## src/rtl/obj_list_if.sv

```systemverilog
// Handshake bundle between obj_list and its spawner/updater: append port,
// walk port and the status outputs.
interface obj_list_if #(
  parameter int DATA_W = 16,
  parameter int DEPTH  = 16,
  parameter int CNT_W  = $clog2(DEPTH + 1)
);
  logic              insert_en;
  logic [DATA_W-1:0] insert_data;
  logic              insert_ready;
  logic              iter_start;
  logic              iter_done;
  logic              iter_valid;
  logic [CNT_W-1:0]  iter_index;
  logic [DATA_W-1:0] iter_out;
  logic [DATA_W-1:0] iter_in;
  logic              iter_remove;
  logic [CNT_W-1:0]  count;
  logic              overflow;

  modport master (
    output insert_en, insert_data, iter_start, iter_in, iter_remove,
    input  insert_ready, iter_done, iter_valid, iter_index, iter_out, count, overflow
  );

  modport slave (
    input  insert_en, insert_data, iter_start, iter_in, iter_remove,
    output insert_ready, iter_done, iter_valid, iter_index, iter_out, count, overflow
  );
endinterface

```

## src/rtl/obj_list.sv

```systemverilog
// Compacting object list: appends in IDLE, and during a walk rewrites or drops
// each element, packing survivors down to indices 0..count-1.
module obj_list #(
  parameter int DATA_W = 16,
  parameter int DEPTH  = 16,
  parameter int CNT_W  = $clog2(DEPTH + 1)
) (
  input  logic     clk,
  input  logic     rst,
  input  logic     ce,
  input  logic     clear,
  obj_list_if.slave bus
);
  localparam int AW = $clog2(DEPTH);
  localparam logic [CNT_W-1:0] DEPTH_C = CNT_W'(DEPTH);
  localparam logic [CNT_W-1:0] ONE     = CNT_W'(1);

  typedef enum logic {IDLE, ITER} state_t;

  state_t            state, state_nx;
  logic [CNT_W-1:0]  count, count_nx;
  logic [CNT_W-1:0]  r, r_nx, w, w_nx, n, n_nx;
  logic              overflow, overflow_nx;
  logic              we;
  logic [AW-1:0]     waddr;
  logic [DATA_W-1:0] wdata;
  logic [DATA_W-1:0] mem [DEPTH];

  // NOTE: every signal written here gets a default first, so no latch can be inferred.
  always_comb begin
    state_nx    = state;
    count_nx    = count;
    overflow_nx = overflow;
    r_nx        = r;
    w_nx        = w;
    n_nx        = n;
    we          = 1'b0;
    waddr       = count[AW-1:0];
    wdata       = bus.insert_data;

    bus.insert_ready = (state == IDLE) && (count < DEPTH_C) && !bus.iter_start && !clear;
    bus.iter_done    = (state == IDLE);
    bus.iter_valid   = (state == ITER);
    bus.iter_index   = (state == ITER) ? r : '0;
    bus.iter_out     = mem[r[AW-1:0]];
    bus.count        = count;
    bus.overflow     = overflow;

    if (ce) begin
      if (clear) begin
        count_nx    = '0;
        overflow_nx = 1'b0;
        state_nx    = IDLE;
      end else begin
        case (state)
          IDLE: begin
            if (bus.iter_start) begin
              if (count != '0) begin
                n_nx     = count;
                r_nx     = '0;
                w_nx     = '0;
                state_nx = ITER;
              end
            end else if (bus.insert_en) begin
              if (count < DEPTH_C) begin
                we       = 1'b1;
                count_nx = count + ONE;
              end else begin
                overflow_nx = 1'b1;
              end
            end
          end
          ITER: begin
            // Write pointer never passes the read pointer, so compaction is in place.
            if (!bus.iter_remove) begin
              we    = 1'b1;
              waddr = w[AW-1:0];
              wdata = bus.iter_in;
              w_nx  = w + ONE;
            end
            r_nx = r + ONE;
            if (r == n - ONE) begin
              count_nx = w + {{(CNT_W-1){1'b0}}, !bus.iter_remove};
              state_nx = IDLE;
            end
          end
          default: state_nx = IDLE;
        endcase
      end
    end
  end

  // NOTE: sequential state uses non-blocking assignments only.
  always_ff @(posedge clk or negedge rst) begin
    if (!rst) begin
      state    <= IDLE;
      count    <= '0;
      overflow <= 1'b0;
      r        <= '0;
      w        <= '0;
      n        <= '0;
    end else begin
      state    <= state_nx;
      count    <= count_nx;
      overflow <= overflow_nx;
      r        <= r_nx;
      w        <= w_nx;
      n        <= n_nx;
    end
  end

  // NOTE: the storage array has no reset; only indices below count are ever read as live.
  always_ff @(posedge clk) begin
    if (we) mem[waddr] <= wdata;
  end
endmodule

```

## src/flat_wrapper.sv

```systemverilog
// flat-port wrapper written by rule: the top's interface ports become plain ports
module obj_list_flat 
#(
  parameter int DATA_W = 16,
  parameter int DEPTH  = 16,
  parameter int CNT_W  = $clog2(DEPTH + 1)
)
  (clk, rst, ce, clear, bus_insert_en, bus_insert_data, bus_iter_start, bus_iter_in, bus_iter_remove, bus_insert_ready, bus_iter_done, bus_iter_valid, bus_iter_index, bus_iter_out, bus_count, bus_overflow);
  obj_list_if #(.DATA_W(DATA_W), .DEPTH(DEPTH), .CNT_W(CNT_W)) bus_i ();
  input  logic clk;
  input  logic rst;
  input  logic ce;
  input  logic clear;
  input wire logic [$bits(bus_i.insert_en)-1:0] bus_insert_en;
  input wire logic [$bits(bus_i.insert_data)-1:0] bus_insert_data;
  input wire logic [$bits(bus_i.iter_start)-1:0] bus_iter_start;
  input wire logic [$bits(bus_i.iter_in)-1:0] bus_iter_in;
  input wire logic [$bits(bus_i.iter_remove)-1:0] bus_iter_remove;
  output wire logic [$bits(bus_i.insert_ready)-1:0] bus_insert_ready;
  output wire logic [$bits(bus_i.iter_done)-1:0] bus_iter_done;
  output wire logic [$bits(bus_i.iter_valid)-1:0] bus_iter_valid;
  output wire logic [$bits(bus_i.iter_index)-1:0] bus_iter_index;
  output wire logic [$bits(bus_i.iter_out)-1:0] bus_iter_out;
  output wire logic [$bits(bus_i.count)-1:0] bus_count;
  output wire logic [$bits(bus_i.overflow)-1:0] bus_overflow;
  assign bus_i.insert_en = bus_insert_en;
  assign bus_i.insert_data = bus_insert_data;
  assign bus_i.iter_start = bus_iter_start;
  assign bus_i.iter_in = bus_iter_in;
  assign bus_i.iter_remove = bus_iter_remove;
  assign bus_insert_ready = bus_i.insert_ready;
  assign bus_iter_done = bus_i.iter_done;
  assign bus_iter_valid = bus_i.iter_valid;
  assign bus_iter_index = bus_i.iter_index;
  assign bus_iter_out = bus_i.iter_out;
  assign bus_count = bus_i.count;
  assign bus_overflow = bus_i.overflow;
  obj_list #(.DATA_W(DATA_W), .DEPTH(DEPTH), .CNT_W(CNT_W)) u_core (.clk(clk), .rst(rst), .ce(ce), .clear(clear), .bus(bus_i));
endmodule
```

## config.mk

```make
export PLATFORM = sky130hd
export DESIGN_NAME = obj_list_flat
export DESIGN_NICKNAME = d
export VERILOG_FILES = /design/src/rtl/obj_list_if.sv /design/src/rtl/obj_list.sv /design/src/flat_wrapper.sv
export SDC_FILE = /design/constraint.sdc
export NUM_CORES = 1
export LEC_CHECK = 0
export BUFFER_PORTS_ARGS = -buffer_cell sky130_fd_sc_hd__buf_2
export CORE_MARGIN = 10
export CORE_UTILIZATION = 50
export DETAILED_ROUTE_END_ITERATION = 8
export GPL_TIMING_DRIVEN = 0
export MAX_ROUTING_LAYER = met4
export PLACE_DENSITY = 0.79
export SLEW_MARGIN = 10
export SYNTH_ARGS = -nofsm -noshare
export SYNTH_HDL_FRONTEND = slang
export SYNTH_SLANG_ARGS = --single-unit
```

## constraint.sdc

```tcl
create_clock -name clk -period 2.17 [get_ports clk]
set_input_delay 0 -clock clk [delete_from_list [all_inputs] [get_ports clk]]
set_output_delay 0 -clock clk [all_outputs]
set_load 0.05 [all_outputs]
```

# After elaboration in Yosys (flattened, before gate mapping)
# Memory sizes are Yosys's and may differ from the RTL's.
# Cells that the tools add are included.
dict set report totals {
  regBits 22
  ramBits 256
  inputBits 39
  out_inout_bits 30
  wordCells 78
  mem_count 1
}
dict set report op_classes {
  add_sub_neg 5
  magnitude_cmp 1
  eq_ne 11
  mux 39
  n_bitwise 2
  reduce_logical 13
}
# memory depth word_bits read_ports rd_clocked_by_memory_dff wr line
set mem_list {}
lappend mem_list {u_core.mem 16 16 1 0 1 obj_list.sv:27} ;# logic [DATA_W-1:0] mem [DEPTH];
# cell n
set ops {}
lappend ops {{$mux 16} 4}
lappend ops {{$mux 5} 9}
lappend ops {{$pmux 5 s2} 3}
lappend ops {{$reduce_and 5->1} 4}
lappend ops {{$mux 1} 17}
lappend ops {{$mux 4} 4}
lappend ops {{$add 5x1->5 const B} 3}
lappend ops {{$ne 2x2->1 const B} 5}
lappend ops {{$ne 3x3->1 const B} 3}
lappend ops {{$add 5x1->5} 1}
lappend ops {{$eq 5x5->1} 1}
lappend ops {{$lt 5x5->1 const B} 1}
lappend ops {{$reduce_bool 5->1} 1}
lappend ops {{$sub 5x1->5 const B} 1}
lappend ops {{$pmux 1 s2} 2}
lappend ops {{$reduce_and 4->1} 1}
lappend ops {{$logic_and 1x1->1} 3}
lappend ops {{$logic_not 1->1} 3}
lappend ops {{$ne 3x2->1 const B} 1}
lappend ops {{$ne 2x1->1 const B} 1}
lappend ops {{$not 1->1} 2}
lappend ops {{$reduce_bool 2->1} 1}

# Logic depth before layout (Yosys ltp)
# Gate-level depths: netlist of the first run.
dict set report logic_depth {
  word_depth 9
  depth_mapped 10
  depth_no_buf 8
}

# Worst setup path after synthesis of the first run
# Ideal clock, no wire load.
dict set report synth_timing {
  path_kind {reg-to-reg}
  start {register u_core.state, in the netlist u_core.bus.iter_valid}
  end {memory u_core.mem[0][0], enable pin}
  setup_ps 388
  arrival_ps 2373
  t_required_ps 1782
  path_slack_ps -591
  stages_incl_launch_ff 7
  path_buffers 2
  period_less_slack_ps 2761
  path_cell_list {dfrtp_1 clkbuf_8 nand2_1 nor2_1 buf_2 a31oi_1 nor2_1}
}
dict set report synth_between {
  elab_chain_cells 6
  elab_cells_between_ends 9
  cone_classes {mux: 8; bitwise: 1}
}
# item line
set synth_rtl {}
lappend synth_rtl {{start, declared} obj_list.sv:20} ;# state_t state, state_nx;
lappend synth_rtl {{start signal, assigned} obj_list.sv:103} ;# state <= state_nx;
lappend synth_rtl {{$not 1->1} obj_list.sv:55} ;# case (state)
lappend synth_rtl {{$pmux 1 s2} obj_list.sv:55}
lappend synth_rtl {{$mux 1} obj_list.sv:50} ;# if (clear) begin
lappend synth_rtl {{$mux 1} obj_list.sv:49} ;# if (ce) begin
lappend synth_rtl {{$mux 1} obj_list.sv:114} ;# if (we) mem[waddr] <= wdata;
lappend synth_rtl {{$mux 1 (not written as such)} obj_list.sv:114}
lappend synth_rtl {{end, declared} obj_list.sv:27}
# Several ways; a longest one is shown, not always the timed one.

# Worst setup path in the final report of the first run
dict set report layout_timing {
  start {register u_core.r[0]}
  end {output bus_iter_out[6]}
}
dict set report layout_between {
  elab_chain_cells 1
}
# item line
set layout_rtl {}
lappend layout_rtl {{start, declared} obj_list.sv:22} ;# logic [CNT_W-1:0] r, r_nx, w, w_nx, n, n_nx;
lappend layout_rtl {{start signal, assigned} obj_list.sv:106} ;# r <= r_nx;
lappend layout_rtl {{$mem_v2 16x16} -}
lappend layout_rtl {{end, declared} flat_wrapper.sv:23} ;# output wire logic [$bits(bus_i.iter_out)-1:0] bus_iter_out;
# Every way passes these cells.

==> impl_metrics.prom, run 1 <==
# TYPE chip_impl_metric gauge
chip_impl_metric{name="detail_route.wl_per_cell",unit="µm"} 27.29
chip_impl_metric{name="grt_pass1_vias",unit=""} 7087
chip_impl_metric{name="ioPinCount",unit=""} 69
chip_impl_metric{name="p_leak",unit="nW"} 5.025
chip_impl_metric{name="worst-path-buf-inv",unit=""} 3
chip_impl_metric{name="yosys_synthesis_warning_count",unit=""} 0
chip_impl_metric{name="seqPwrFrac",unit="%"} 34.6
chip_impl_metric{name="floorplan.initialDensity",unit="%"} 50.85
chip_impl_metric{name="synth.net_count",unit=""} 700
chip_impl_info{name="grt_setup_unrepaired",value="true"} 1
chip_impl_metric{name="area.sequential",unit="µm²"} 8243
chip_impl_metric{name="detail-route-antenna-nets",unit=""} 0
chip_impl_info{name="critical-path-top-cell-by-count",value="sky130_fd_sc_hd__buf_12"} 1
chip_impl_metric{name="drt_wl_total",unit="µm"} 30570
chip_impl_metric{name="seq_area_frac_synth",unit="%"} 71.33
chip_impl_metric{name="num-nets-final",unit=""} 860
chip_impl_info{name="crit_chain",value="buf_12 -> buf_12 -> mux4_2 -> nor2b_4 -> a211oi_4 -> a21oi_2 -> buf_6"} 1
chip_impl_metric{name="timing_max_transition_violations_final",unit=""} 0
chip_impl_metric{name="num_rows",unit=""} 55
chip_impl_metric{name="finalHoldViolCount",unit=""} 0
chip_impl_metric{name="vdd_ir_drop_max",unit="V"} 0.001336
chip_impl_metric{name="htreeDepth",unit=""} 1
chip_impl_metric{name="grt_use_total",unit="%"} 20.81
chip_impl_metric{name="gp_congestion",unit=""} 0.8739
chip_impl_metric{name="combinationalPowerShare",unit="%"} 39.9
chip_impl_metric{name="place.detailed.hpwl",unit="µm"} 16520
chip_impl_metric{name="worst_skew_pair.late_latency",unit="ns"} 0.58
chip_impl_info{name="worst_path_max_delay_cell",value="sky130_fd_sc_hd__mux4_2"} 1
chip_impl_metric{name="fillerInstances",unit=""} 1423
chip_impl_info{name="critical-path-top-delay-family",value="buffers and inverters"} 1
chip_impl_metric{name="tightestPinTransition",unit="ns"} 1.085
chip_impl_metric{name="antennaDiodeCount",unit=""} 0
chip_impl_metric{name="fin_clk_skew",unit="ns"} 0.04935
chip_impl_metric{name="drcViolationCount",unit=""} 0
chip_impl_metric{name="synth-seq-cells",unit=""} 278
chip_impl_metric{name="antenna_found_initial",unit=""} 0
chip_impl_metric{name="synthesis.instances",unit=""} 654
chip_impl_metric{name="routed-via-count",unit=""} 6838
chip_impl_metric{name="dpl_cell_area",unit="µm²"} 12410
chip_impl_metric{name="drv.max_cap_violation_count",unit=""} 0
chip_impl_metric{name="grt_overflow",unit=""} 0
chip_impl_metric{name="report.final.setup_viol",unit=""} 16
chip_impl_metric{name="synth-async-reset-ratio",unit="%"} 7.914
chip_impl_metric{name="die_w",unit="µm"} 172.0
chip_impl_metric{name="cts_buffer_depth",unit=""} 3
chip_impl_metric{name="drt_iter0_drc",unit=""} 790
chip_impl_metric{name="dieArea",unit="µm²"} 29580
chip_impl_info{name="ctsRootBufferMaster",value="sky130_fd_sc_hd__clkbuf_16"} 1
chip_impl_metric{name="syn_area",unit="µm²"} 11550
chip_impl_metric{name="grt_start_max_net_pins",unit=""} 23
chip_impl_metric{name="numCtsBuffers",unit=""} 28
chip_impl_info{name="outcome",value="complete, but fails checks"} 1
chip_impl_metric{name="period_share",unit="%"} 117.8
chip_impl_info{name="synth-main-ff-cell",value="sky130_fd_sc_hd__edfxtp_1"} 1
chip_impl_metric{name="multi_input_area",unit="µm²"} 3671
chip_impl_metric{name="detail_route.first_pass.iterations",unit=""} 5
chip_impl_info{name="holdCritPathClass",value="in -> reg"} 1
chip_impl_metric{name="finish.instance_area",unit="µm²"} 14920
chip_impl_metric{name="tritoncts_num_sinks",unit=""} 278
chip_impl_metric{name="via_count_normalized_by_instance_count",unit=""} 6.105
chip_impl_metric{name="placed_cells",unit=""} 1007
chip_impl_metric{name="syn_to_final_growth",unit="%"} 29.20
chip_impl_info{name="worstSetupPathType",value="reg -> out"} 1
chip_impl_metric{name="synth_compound_area_share",unit="%"} 3.868
chip_impl_metric{name="cpPeakStageDelay",unit="ns"} 0.52
chip_impl_metric{name="cp_data_required_time",unit="ns"} 2.17
chip_impl_metric{name="layout.core_utilization",unit="%"} 65.70
chip_impl_metric{name="finalHoldWorstSlack",unit="ns"} 0.06226
chip_impl_metric{name="p_sw",unit="mW"} 6.477
chip_impl_metric{name="fmax",unit="MHz"} 391.2
chip_impl_metric{name="core-area",unit="µm²"} 22710
chip_impl_metric{name="synthXorXnorAreaFrac",unit="%"} 1.062
chip_impl_metric{name="layout_setup_ws",unit="ns"} -0.3860
chip_impl_metric{name="yosys.cell_types.count",unit=""} 54
chip_impl_metric{name="yosys-mux-area-fraction",unit="%"} 14.21
chip_impl_metric{name="synth-adder-area-share",unit="%"} 0.7584
chip_impl_metric{name="number_of_enable_type_register_cells_in_the_synthesized_netlist",unit=""} 256
chip_impl_metric{name="timing.setup.tns",unit="ns"} -5.095
chip_impl_metric{name="instances_no_fill",unit=""} 1120
chip_impl_info{name="violations",value="negative setup slack"} 1
chip_impl_metric{name="critical_path_at",unit="ns"} 2.56
chip_impl_metric{name="die_height",unit="µm"} 172.0
chip_impl_metric{name="finalWorstPathRequiredPeriod",unit="ns"} 2.556
chip_impl_info{name="critical_path.startpoint_type",value="flop"} 1
chip_impl_metric{name="relative_slew_margins",unit="%"} 27.46
chip_impl_metric{name="power.switching_fraction",unit="%"} 35.23
chip_impl_info{name="tritoncts",value="built"} 1
chip_impl_metric{name="fraction_of_final_layout_cells_with_drive_strength_greater_than_1",unit="%"} 43.59
chip_impl_info{name="synth_top_family_by_area",value="multiplexers"} 1
chip_impl_metric{name="power_density",unit="nW/µm²"} 1232
chip_impl_info{name="endpoint_type_of_the_worst_setup_path",value="output port"} 1
chip_impl_metric{name="power_frac_clock",unit="%"} 25.5
chip_impl_metric{name="post_synth.cell_area_avg",unit="µm²"} 17.66
chip_impl_metric{name="power.internal",unit="mW"} 11.91
chip_impl_metric{name="io_buffer_count",unit=""} 68
chip_impl_metric{name="crit_path_max_fanout",unit=""} 8
chip_impl_metric{name="cts.reportedPaths.clkPinSlew",unit="ns"} 0.06
chip_impl_metric{name="synth_simple_gate_area_share",unit="%"} 6.284
chip_impl_metric{name="grt_first_pass_wirelength",unit="µm"} 44220
[power by group through the flow]
stage	clock network, mW	logic (mW)	registers (mW)
after floorplan	0	3.92	6.55
after global placement	0	5.37	6.40
after detailed placement	0	5.45	6.41
after CTS	4.69	6.86	6.32
after global routing	4.93	7.68	6.39
final	4.69	7.33	6.37
[synthesized netlist by cell type, types with 7 or more instances]
cell                       instances  share of area (%)
sky130_fd_sc_hd__edfxtp_1        256                 67
sky130_fd_sc_hd__mux4_2           64                 12
sky130_fd_sc_hd__nand2_1          62                2.0
sky130_fd_sc_hd__nor2_1           33                1.1
sky130_fd_sc_hd__a21oi_1          22               0.95
sky130_fd_sc_hd__dfrtp_1          22                4.8
sky130_fd_sc_hd__mux2i_1          17                1.5
sky130_fd_sc_hd__nor2b_1          17               0.92
sky130_fd_sc_hd__a211oi_1         16                1.0
sky130_fd_sc_hd__clkbuf_1         15               0.49
sky130_fd_sc_hd__buf_2            13               0.56
sky130_fd_sc_hd__inv_1            11               0.36
sky130_fd_sc_hd__xnor2_1           9               0.68
sky130_fd_sc_hd__nand3_1           8               0.35
sky130_fd_sc_hd__ha_1              7               0.76
[cells by family (layout without fill, tap and decap cells)]
logic type / after synthesis / count (layout)
AOI/OAI and AO/OA: 67 / 67
xor gates and xnor gates: 14 / 14
adders and majority gates: 7 / 7
buffers and inverters: 52 / 233
DFF: 278 / 278
muxes: 83 / 83
and+or+nand+nor: 153 / 153
[worst min-delay path: cells and delay by family]
kind | cells | cell delay, ns
AND/OR/NAND/NOR | 1 | 0.17
AO/OA/AOI/OAI | 2 | 0.21
buffers and inverters | 1 | 0.16
[final timing paths]
kind	start	to	slack, ns	cells after the start
max	u_core.r[0]	bus_iter_out[6]	-0.39	7
min	bus_iter_start	u_core.bus.iter_valid	0.06	4
max reg2reg	u_core.bus.iter_valid	u_core.mem[7][2]	0.03	8
min reg2reg	u_core.n[4]	u_core.n[4]	0.55	1
max in group asynchronous	rst	u_core.bus.iter_valid	0.70	3
min in group asynchronous	rst	u_core.bus.count[3]	0.73	3
[what timing repair did]
item | 4_1_cts | 5_1_grt
hold buffers | 25 | 0
cloned | 2 | 3
resized for setup | 149 | 49
buffers inserted | 28 | 7
setup endpoints to repair | 485 | 525
pin swaps | 29 | 16
endpoints found under the hold margin | 189 | 0
[stage by stage]
stage | power (mW) | setup slack (ns)
floorplan | 10.46 | -0.1688
global placement | 11.77 | -0.6711
detailed placement | 11.87 | -0.6744
CTS | 17.87 | -0.3430
global route | 19.00 | -0.4206
finish | 18.39 | -0.3860
[layout by cell type, fill, tap and decap left out, types with 11 or more instances in the layout]
cell	count
sky130_fd_sc_hd__edfxtp_1	256
sky130_fd_sc_hd__mux4_2	64
sky130_fd_sc_hd__buf_2	53
sky130_fd_sc_hd__nand2_1	47
sky130_fd_sc_hd__clkbuf_16	31
sky130_fd_sc_hd__buf_12	26
sky130_fd_sc_hd__dlygate4sd3_1	25
sky130_fd_sc_hd__buf_6	24
sky130_fd_sc_hd__buf_4	18
sky130_fd_sc_hd__nor2_4	18
sky130_fd_sc_hd__dfrtp_1	18
sky130_fd_sc_hd__a21oi_2	15
sky130_fd_sc_hd__nand2_2	15
sky130_fd_sc_hd__nor2_1	15
sky130_fd_sc_hd__a211oi_2	13
sky130_fd_sc_hd__nor2b_1	12
sky130_fd_sc_hd__clkbuf_1	11
[registers in the layout, indices dropped and copies added (netlist names)]
name,flops
u_core.n,5
u_core.mem,256
u_core.bus.count,5
u_core.bus.overflow,1
u_core.bus.iter_valid,1
u_core.r,5
u_core.w,5
[layout make-up]
cell class | count | share of cell area, %
Multi-Input combinational cell | 324 | 24.60
Tap cell | 285 | 2.390
Clock buffer | 33 | 4.822
Timing Repair Buffer | 132 | 8.847
Sequential cell | 278 | 55.25
Clock inverter | 18 | 1.132
Buffer | 39 | 2.683
Inverter | 11 | 0.2767
[layer usage]
layer  vias up  global-route usage, %  part of all wire, %
met2       330                  34.17                   51
met5         -                      -                    0
li1       2895                      -                    -
met4         0                  6.409                  3.0
met3        56                  3.671                  6.9
met1      3557                  26.10                   39
Note: power is estimated with default switching activity, not from simulation.
==> inputs of run 2 (changes only) <==
--- a/config.mk
+++ b/config.mk
@@ -11,7 +11,7 @@
 export DETAILED_ROUTE_END_ITERATION = 8
 export GPL_TIMING_DRIVEN = 0
 export MAX_ROUTING_LAYER = met4
-export PLACE_DENSITY = 0.79
+export PLACE_DENSITY_LB_ADDON = 0.12
 export SLEW_MARGIN = 10
 export SYNTH_ARGS = -nofsm -noshare
 export SYNTH_HDL_FRONTEND = slang
==> impl_metrics.prom, run 2 (synthesis gave the netlist of run 1 again) <==
# TYPE chip_impl_metric gauge
chip_impl_info{name="outcome",value="complete, but fails checks"} 1
chip_impl_info{name="violations",value="negative setup slack"} 1
chip_impl_info{name="holdCritPathClass",value="in -> reg"} 1
chip_impl_metric{name="ioPinCount",unit=""} 69
chip_impl_info{name="critical-path-top-delay-family",value="multiplexers"} 1
chip_impl_metric{name="grt_start_max_net_pins",unit=""} 23
chip_impl_metric{name="gp_congestion",unit=""} 0.8502
chip_impl_metric{name="drcViolationCount",unit=""} 0
chip_impl_metric{name="num_rows",unit=""} 55
chip_impl_info{name="worstSetupPathType",value="reg -> out"} 1
chip_impl_metric{name="drt_iter0_drc",unit=""} 527
chip_impl_info{name="critical_path.startpoint_type",value="flop"} 1
chip_impl_metric{name="worst_skew_pair.late_latency",unit="ns"} 0.57
chip_impl_info{name="regToRegStartpoint",value="u_core.bus.count[0]"} 1
chip_impl_metric{name="timing_max_transition_violations_final",unit=""} 0
chip_impl_metric{name="multi_input_area",unit="µm²"} 3660
chip_impl_metric{name="antenna_found_initial",unit=""} 0
chip_impl_metric{name="period_share",unit="%"} 116.9
chip_impl_metric{name="fmax",unit="MHz"} 394.3
chip_impl_metric{name="fillerInstances",unit=""} 1505
chip_impl_metric{name="worst-path-buf-inv",unit=""} 4
chip_impl_metric{name="grt_overflow",unit=""} 0
chip_impl_metric{name="fraction_of_final_layout_cells_with_drive_strength_greater_than_1",unit="%"} 43.05
chip_impl_metric{name="syn_to_final_growth",unit="%"} 30.17
chip_impl_metric{name="grt_use_total",unit="%"} 18.77
chip_impl_metric{name="relative_slew_margins",unit="%"} 32.71
chip_impl_metric{name="layout_setup_ws",unit="ns"} -0.3660
chip_impl_metric{name="detail_route.wl_per_cell",unit="µm"} 24.19
chip_impl_info{name="critical-path-top-cell-by-count",value="sky130_fd_sc_hd__buf_12"} 1
chip_impl_info{name="tritoncts",value="built"} 1
chip_impl_metric{name="io_buffer_count",unit=""} 68
chip_impl_metric{name="dieArea",unit="µm²"} 29580
chip_impl_metric{name="drv.max_cap_violation_count",unit=""} 0
chip_impl_info{name="mostFrequentLayoutCells",value="256 x sky130_fd_sc_hd__edfxtp_1, 64 x sky130_fd_sc_hd__mux4_2, 54 x sky130_fd_sc_hd__buf_2, 49 x sky130_fd_sc_hd__nand2_1, 32 x sky130_fd_sc_hd__clkbuf_16"} 1
chip_impl_metric{name="report.final.setup_viol",unit=""} 16
chip_impl_metric{name="power_density",unit="nW/µm²"} 1259
chip_impl_metric{name="place.detailed.hpwl",unit="µm"} 16860
chip_impl_info{name="worst_path_max_delay_cell",value="sky130_fd_sc_hd__mux4_2"} 1
chip_impl_metric{name="critical_path_at",unit="ns"} 2.54
chip_impl_info{name="mostFrequentLayoutCell",value="sky130_fd_sc_hd__edfxtp_1"} 1
chip_impl_info{name="endpoint_type_of_the_worst_setup_path",value="output port"} 1
chip_impl_info{name="ctsRootBufferMaster",value="sky130_fd_sc_hd__clkbuf_16"} 1
chip_impl_metric{name="ff2ff_setup_slack",unit="ns"} 0.06
chip_impl_metric{name="grt_first_pass_wirelength",unit="µm"} 40570
chip_impl_metric{name="numCtsBuffers",unit=""} 29
chip_impl_metric{name="finalHoldViolCount",unit=""} 0
chip_impl_metric{name="detail-route-antenna-nets",unit=""} 0
chip_impl_metric{name="num-nets-final",unit=""} 857
chip_impl_metric{name="dpl_cell_area",unit="µm²"} 12410
chip_impl_metric{name="cts_buffer_depth",unit=""} 3
chip_impl_metric{name="area.sequential",unit="µm²"} 8243
chip_impl_metric{name="finalWorstPathRequiredPeriod",unit="ns"} 2.536
chip_impl_metric{name="finish.instance_area",unit="µm²"} 15030
chip_impl_metric{name="detail_route.first_pass.iterations",unit=""} 5
chip_impl_metric{name="p_leak",unit="nW"} 5.084
chip_impl_metric{name="via_count_normalized_by_instance_count",unit=""} 5.799
chip_impl_metric{name="largest_register_ff_count",unit=""} 256
chip_impl_metric{name="tightestPinTransition",unit="ns"} 1.006
chip_impl_metric{name="floorplan.initialDensity",unit="%"} 50.85
chip_impl_metric{name="cpPeakStageDelay",unit="ns"} 0.54
chip_impl_metric{name="core-area",unit="µm²"} 22710
chip_impl_info{name="grt_setup_unrepaired",value="true"} 1
chip_impl_info{name="top_register",value="u_core.mem"} 1
chip_impl_metric{name="die_height",unit="µm"} 172.0
chip_impl_metric{name="grt_pass1_vias",unit=""} 6814
chip_impl_metric{name="dp_worst_setup_slack",unit="ns"} -0.7197
chip_impl_metric{name="vdd_ir_drop_max",unit="V"} 0.001712
chip_impl_metric{name="antennaDiodeCount",unit=""} 0
chip_impl_metric{name="die_w",unit="µm"} 172.0
chip_impl_metric{name="routed-via-count",unit=""} 6489
chip_impl_info{name="setup.worst_path.start",value="u_core.r[0]"} 1
chip_impl_metric{name="crit_path_max_fanout",unit=""} 8
chip_impl_metric{name="tritoncts_num_sinks",unit=""} 278
chip_impl_info{name="hold_path.startpoint",value="bus_insert_data[6]"} 1
chip_impl_metric{name="drt_wl_total",unit="µm"} 27070
chip_impl_metric{name="cp_data_required_time",unit="ns"} 2.17
chip_impl_metric{name="htreeDepth",unit=""} 1
chip_impl_metric{name="cts.reportedPaths.clkPinSlew",unit="ns"} 0.06
chip_impl_info{name="crit_chain",value="buf_12 -> buf_16 -> buf_12 -> mux4_2 -> mux2i_4 -> a21oi_2 -> buf_6"} 1
chip_impl_metric{name="fin_clk_skew",unit="ns"} 0.01925
run 2: per-stage QoR:
step	setup TNS, ns	total power [mW]	hold WS [ns]	cells	utilization (%)
2_1_floorplan	-19.56	10.46	-0.2956	654	-
3_5_place_dp	-161.35	11.89	0.002870	1007	54.64
5_1_grt	-6.250	19.68	0.07154	1119	66.20
6_report	-5.259	18.92	0.03442	1119	66.20
3_3_place_gp	-131.48	11.80	-0.006744	1007	54.64
4_1_cts	-5.357	18.67	0.004665	1108	64.94
run 2: final timing paths:
path                                       end  depth (start not counted)
min in group asynchronous  u_core.bus.count[3]                          3
hold / removal                u_core.mem[1][6]                          3
setup / recovery               bus_iter_out[5]                          7
max in group asynchronous          u_core.r[1]                          3
setup reg to reg                   u_core.n[2]                          8
hold reg to reg                    u_core.n[4]                          1
run 2: area by class of cell:
type	instances	area share, %
buffer	40	2.805
clock buffer	38	5.252
clock inverter	16	1.648
inverter	11	0.2747
multi-input combinational	324	24.34
sequential	278	54.83
tap	285	2.372
timing repair buffer	127	8.473
run 2: what timing repair did:
action,CTS,global route
resized for setup,157,38
hold buffers,22,3
setup buffers,23,6
endpoints found under the hold margin,175,32
endpoints found under the setup margin,437,518
cloned,3,3
pin swaps,36,17
run 2: worst reg2reg max path: stages (launching register included):
cell                       delay, ns
sky130_fd_sc_hd__dfrtp_2        0.41
sky130_fd_sc_hd__clkbuf_8       0.17
sky130_fd_sc_hd__inv_2          0.07
sky130_fd_sc_hd__ha_1           0.13
sky130_fd_sc_hd__or4b_4         0.46
sky130_fd_sc_hd__and2_4         0.16
sky130_fd_sc_hd__and3_1         0.18
sky130_fd_sc_hd__buf_6          0.13
sky130_fd_sc_hd__mux2_4         0.29
run 2: per-layer routing:
layer / up-vias / global-route usage [%] / part of all wire [%]
met1: 3370 / 23.87 / 42
met5: - / - / 0
met2: 182 / 30.43 / 51
li1: 2889 / - / -
met4: 0 / 5.622 / 2.6
met3: 48 / 3.397 / 5.0
run 2: power by group:
part	internal [mW]	total, mW	switching [mW]
registers	6.12	6.35	0.223
logic	3.24	7.25	4.02
clock network	3.28	5.32	2.04
==> inputs of run 3 (changes only) <==
--- a/config.mk
+++ b/config.mk
@@ -7,7 +7,7 @@
 export LEC_CHECK = 0
 export BUFFER_PORTS_ARGS = -buffer_cell sky130_fd_sc_hd__buf_2
 export CORE_MARGIN = 10
-export CORE_UTILIZATION = 50
+export CORE_UTILIZATION = 55
 export DETAILED_ROUTE_END_ITERATION = 8
 export GPL_TIMING_DRIVEN = 0
 export MAX_ROUTING_LAYER = met4
==> impl_metrics.prom, run 3 (synthesis gave the netlist of run 1 again) <==
# TYPE chip_impl_metric gauge
chip_impl_info{name="outcome",value="complete, but fails checks"} 1
chip_impl_info{name="violations",value="negative setup slack"} 1
chip_impl_metric{name="grt_overflow",unit=""} 0
chip_impl_metric{name="fraction_of_final_layout_cells_with_drive_strength_greater_than_1",unit="%"} 42.62
chip_impl_metric{name="crit_path_max_fanout",unit=""} 10
chip_impl_metric{name="num_rows",unit=""} 52
chip_impl_metric{name="antennaDiodeCount",unit=""} 0
chip_impl_metric{name="multi_input_area",unit="µm²"} 3632
chip_impl_metric{name="routed-via-count",unit=""} 6624
chip_impl_metric{name="timing.setup.tns",unit="ns"} -5.124
chip_impl_metric{name="report.final.setup_viol",unit=""} 16
chip_impl_metric{name="num-nets-final",unit=""} 856
chip_impl_metric{name="cp_data_required_time",unit="ns"} 2.17
chip_impl_metric{name="gp_congestion",unit=""} 0.8399
chip_impl_metric{name="layout_setup_ws",unit="ns"} -0.3863
chip_impl_metric{name="fillerInstances",unit=""} 1232
chip_impl_metric{name="antenna_found_initial",unit=""} 0
chip_impl_info{name="critical-path-top-cell-by-count",value="sky130_fd_sc_hd__buf_12"} 1
chip_impl_info{name="ctsRootBufferMaster",value="sky130_fd_sc_hd__clkbuf_16"} 1
chip_impl_metric{name="fmax",unit="MHz"} 391.2
chip_impl_metric{name="power_density",unit="nW/µm²"} 1223
chip_impl_metric{name="detail_route.wl_per_cell",unit="µm"} 25.50
chip_impl_metric{name="drt_wl_total",unit="µm"} 27950
chip_impl_metric{name="core-area",unit="µm²"} 20430
chip_impl_metric{name="instances_no_fill",unit=""} 1096
chip_impl_metric{name="ioPinCount",unit=""} 69
chip_impl_info{name="mostFrequentLayoutCell",value="sky130_fd_sc_hd__edfxtp_1"} 1
chip_impl_metric{name="period_share",unit="%"} 117.8
chip_impl_metric{name="detail_route.first_pass.iterations",unit=""} 5
chip_impl_metric{name="io_buffer_count",unit=""} 68
chip_impl_metric{name="htreeDepth",unit=""} 1
chip_impl_metric{name="finalHoldWorstSlack",unit="ns"} 0.01229
chip_impl_info{name="top_register",value="u_core.mem"} 1
chip_impl_metric{name="drcViolationCount",unit=""} 0
chip_impl_metric{name="timing_max_transition_violations_final",unit=""} 0
chip_impl_metric{name="grt_use_total",unit="%"} 21.01
chip_impl_info{name="worst_path_max_delay_cell",value="sky130_fd_sc_hd__mux4_2"} 1
chip_impl_metric{name="relative_slew_margins",unit="%"} 28.54
chip_impl_metric{name="cts.reportedPaths.clkPinSlew",unit="ns"} 0.06
chip_impl_info{name="worstSetupPathType",value="reg -> out"} 1
chip_impl_info{name="holdCritPathClass",value="in -> reg"} 1
chip_impl_metric{name="grt_pass1_vias",unit=""} 6947
chip_impl_info{name="tritoncts",value="built"} 1
chip_impl_metric{name="tightestPinTransition",unit="ns"} 1.068
chip_impl_metric{name="finalWorstPathRequiredPeriod",unit="ns"} 2.556
chip_impl_metric{name="grt_first_pass_wirelength",unit="µm"} 41870
chip_impl_metric{name="grt_start_max_net_pins",unit=""} 23
chip_impl_metric{name="die_w",unit="µm"} 164.9
chip_impl_metric{name="via_count_normalized_by_instance_count",unit=""} 6.044
chip_impl_metric{name="cts_buffer_depth",unit=""} 3
chip_impl_metric{name="placed_cells",unit=""} 992
chip_impl_metric{name="fin_clk_skew",unit="ns"} 0.01273
chip_impl_metric{name="finalHoldViolCount",unit=""} 0
chip_impl_metric{name="drv.max_cap_violation_count",unit=""} 0
chip_impl_metric{name="die_height",unit="µm"} 164.9
chip_impl_metric{name="vdd_ir_drop_max",unit="V"} 0.001666
chip_impl_metric{name="design_power_total",unit="mW"} 17.98
chip_impl_metric{name="p_leak",unit="nW"} 4.971
chip_impl_metric{name="largest_register_ff_count",unit=""} 256
chip_impl_info{name="mostFrequentLayoutCells",value="256 x sky130_fd_sc_hd__edfxtp_1, 64 x sky130_fd_sc_hd__mux4_2, 53 x sky130_fd_sc_hd__buf_2, 50 x sky130_fd_sc_hd__nand2_1, 31 x sky130_fd_sc_hd__clkbuf_16"} 1
chip_impl_info{name="endpoint_type_of_the_worst_setup_path",value="output port"} 1
chip_impl_metric{name="cpPeakStageDelay",unit="ns"} 0.52
chip_impl_metric{name="place.detailed.hpwl",unit="µm"} 16920
chip_impl_info{name="grt_setup_unrepaired",value="true"} 1
chip_impl_metric{name="critical_path_at",unit="ns"} 2.56
chip_impl_metric{name="area.sequential",unit="µm²"} 8243
chip_impl_info{name="crit_chain",value="buf_8 -> buf_12 -> buf_12 -> mux4_2 -> mux2i_2 -> a21oi_2 -> buf_6"} 1
chip_impl_metric{name="drt_iter0_drc",unit=""} 679
chip_impl_metric{name="worst_skew_pair.late_latency",unit="ns"} 0.53
chip_impl_metric{name="dpl_cell_area",unit="µm²"} 12390
chip_impl_metric{name="numCtsBuffers",unit=""} 28
chip_impl_metric{name="finish.instance_area",unit="µm²"} 14710
chip_impl_metric{name="syn_to_final_growth",unit="%"} 27.36
chip_impl_metric{name="floorplan.initialDensity",unit="%"} 56.53
chip_impl_info{name="critical_path.startpoint_type",value="flop"} 1
chip_impl_metric{name="detail-route-antenna-nets",unit=""} 0
chip_impl_metric{name="dieArea",unit="µm²"} 27190
chip_impl_metric{name="tritoncts_num_sinks",unit=""} 278
[run 3: cell types whose count changed in the layout (fill, tap and decap cells not counted), moves of 4 or more]
cell                            delta
sky130_fd_sc_hd__buf_4            +12
sky130_fd_sc_hd__clkinv_1          +7
sky130_fd_sc_hd__dlygate4sd3_1     -7
sky130_fd_sc_hd__clkinv_2          -6
sky130_fd_sc_hd__bufinv_16         -5
sky130_fd_sc_hd__mux2i_4           -5
sky130_fd_sc_hd__clkbuf_8          -4
sky130_fd_sc_hd__mux2i_2           +4
[run 3: routing by layer]
metal	vias up	share of wire, %	GRT usage (%)
met4	0	2.0	4.992
met3	43	5.6	2.962
li1	2883	-	-
met5	-	0	-
met1	3458	41	27.30
met2	240	52	34.68
[run 3: critical path: cells and delay by family (launching register included)]
kind	cells	cell delay (ns)
AOI/OAI and AO/OA	1	0.14
buffers and inverters	4	0.72
DFF	1	0.39
muxes	2	0.76
[run 3: cell type report]
class / count / share of cell area [%]
plain buffers: 39 / 2.731
clock inverters: 11 / 0.5019
multi-input cells: 324 / 24.70
inverters: 11 / 0.2807
flip-flops and latches: 278 / 56.04
repair buffers: 128 / 8.362
clock buffers: 35 / 5.087
well taps: 270 / 2.297
[run 3: final timing paths]
| path | from | end | slack, ns | cells past startpoint |
|---|---|---|---|---|
| max | u_core.r[0] | bus_iter_out[5] | -0.39 | 7 |
| min | bus_insert_data[14] | u_core.mem[1][14] | 0.01 | 3 |
| min in group asynchronous | rst | u_core.n[0] | 0.75 | 3 |
| min reg2reg | u_core.n[4] | u_core.n[4] | 0.54 | 1 |
| max reg2reg | u_core.bus.iter_valid | u_core.mem[12][7] | 0.03 | 8 |
| max in group asynchronous | rst | u_core.r[1] | 0.70 | 3 |
[run 3: where the power goes]
| part | internal, mW | switching (mW) |
|---|---|---|
| registers | 6.12 | 0.239 |
| logic | 3.20 | 4.01 |
| clock network | 2.52 | 1.89 |
[run 3: repair_timing]
item	4_1_cts	5_1_grt
endpoints found under the setup margin	439	374
endpoints found under the hold margin	50	64
hold buffers	10	8
buffers inserted	27	11
cloned	2	2
pin swaps	32	13
resized for setup	149	41
[run 3: stage by stage]
stage | util, % | setup WS [ns]
detailed placement | 60.65 | -0.7394
global placement | 60.65 | -0.6521
finish | 71.99 | -0.3863
CTS | 70.20 | -0.3498
global route | 71.99 | -0.4721
floorplan | - | -0.1688
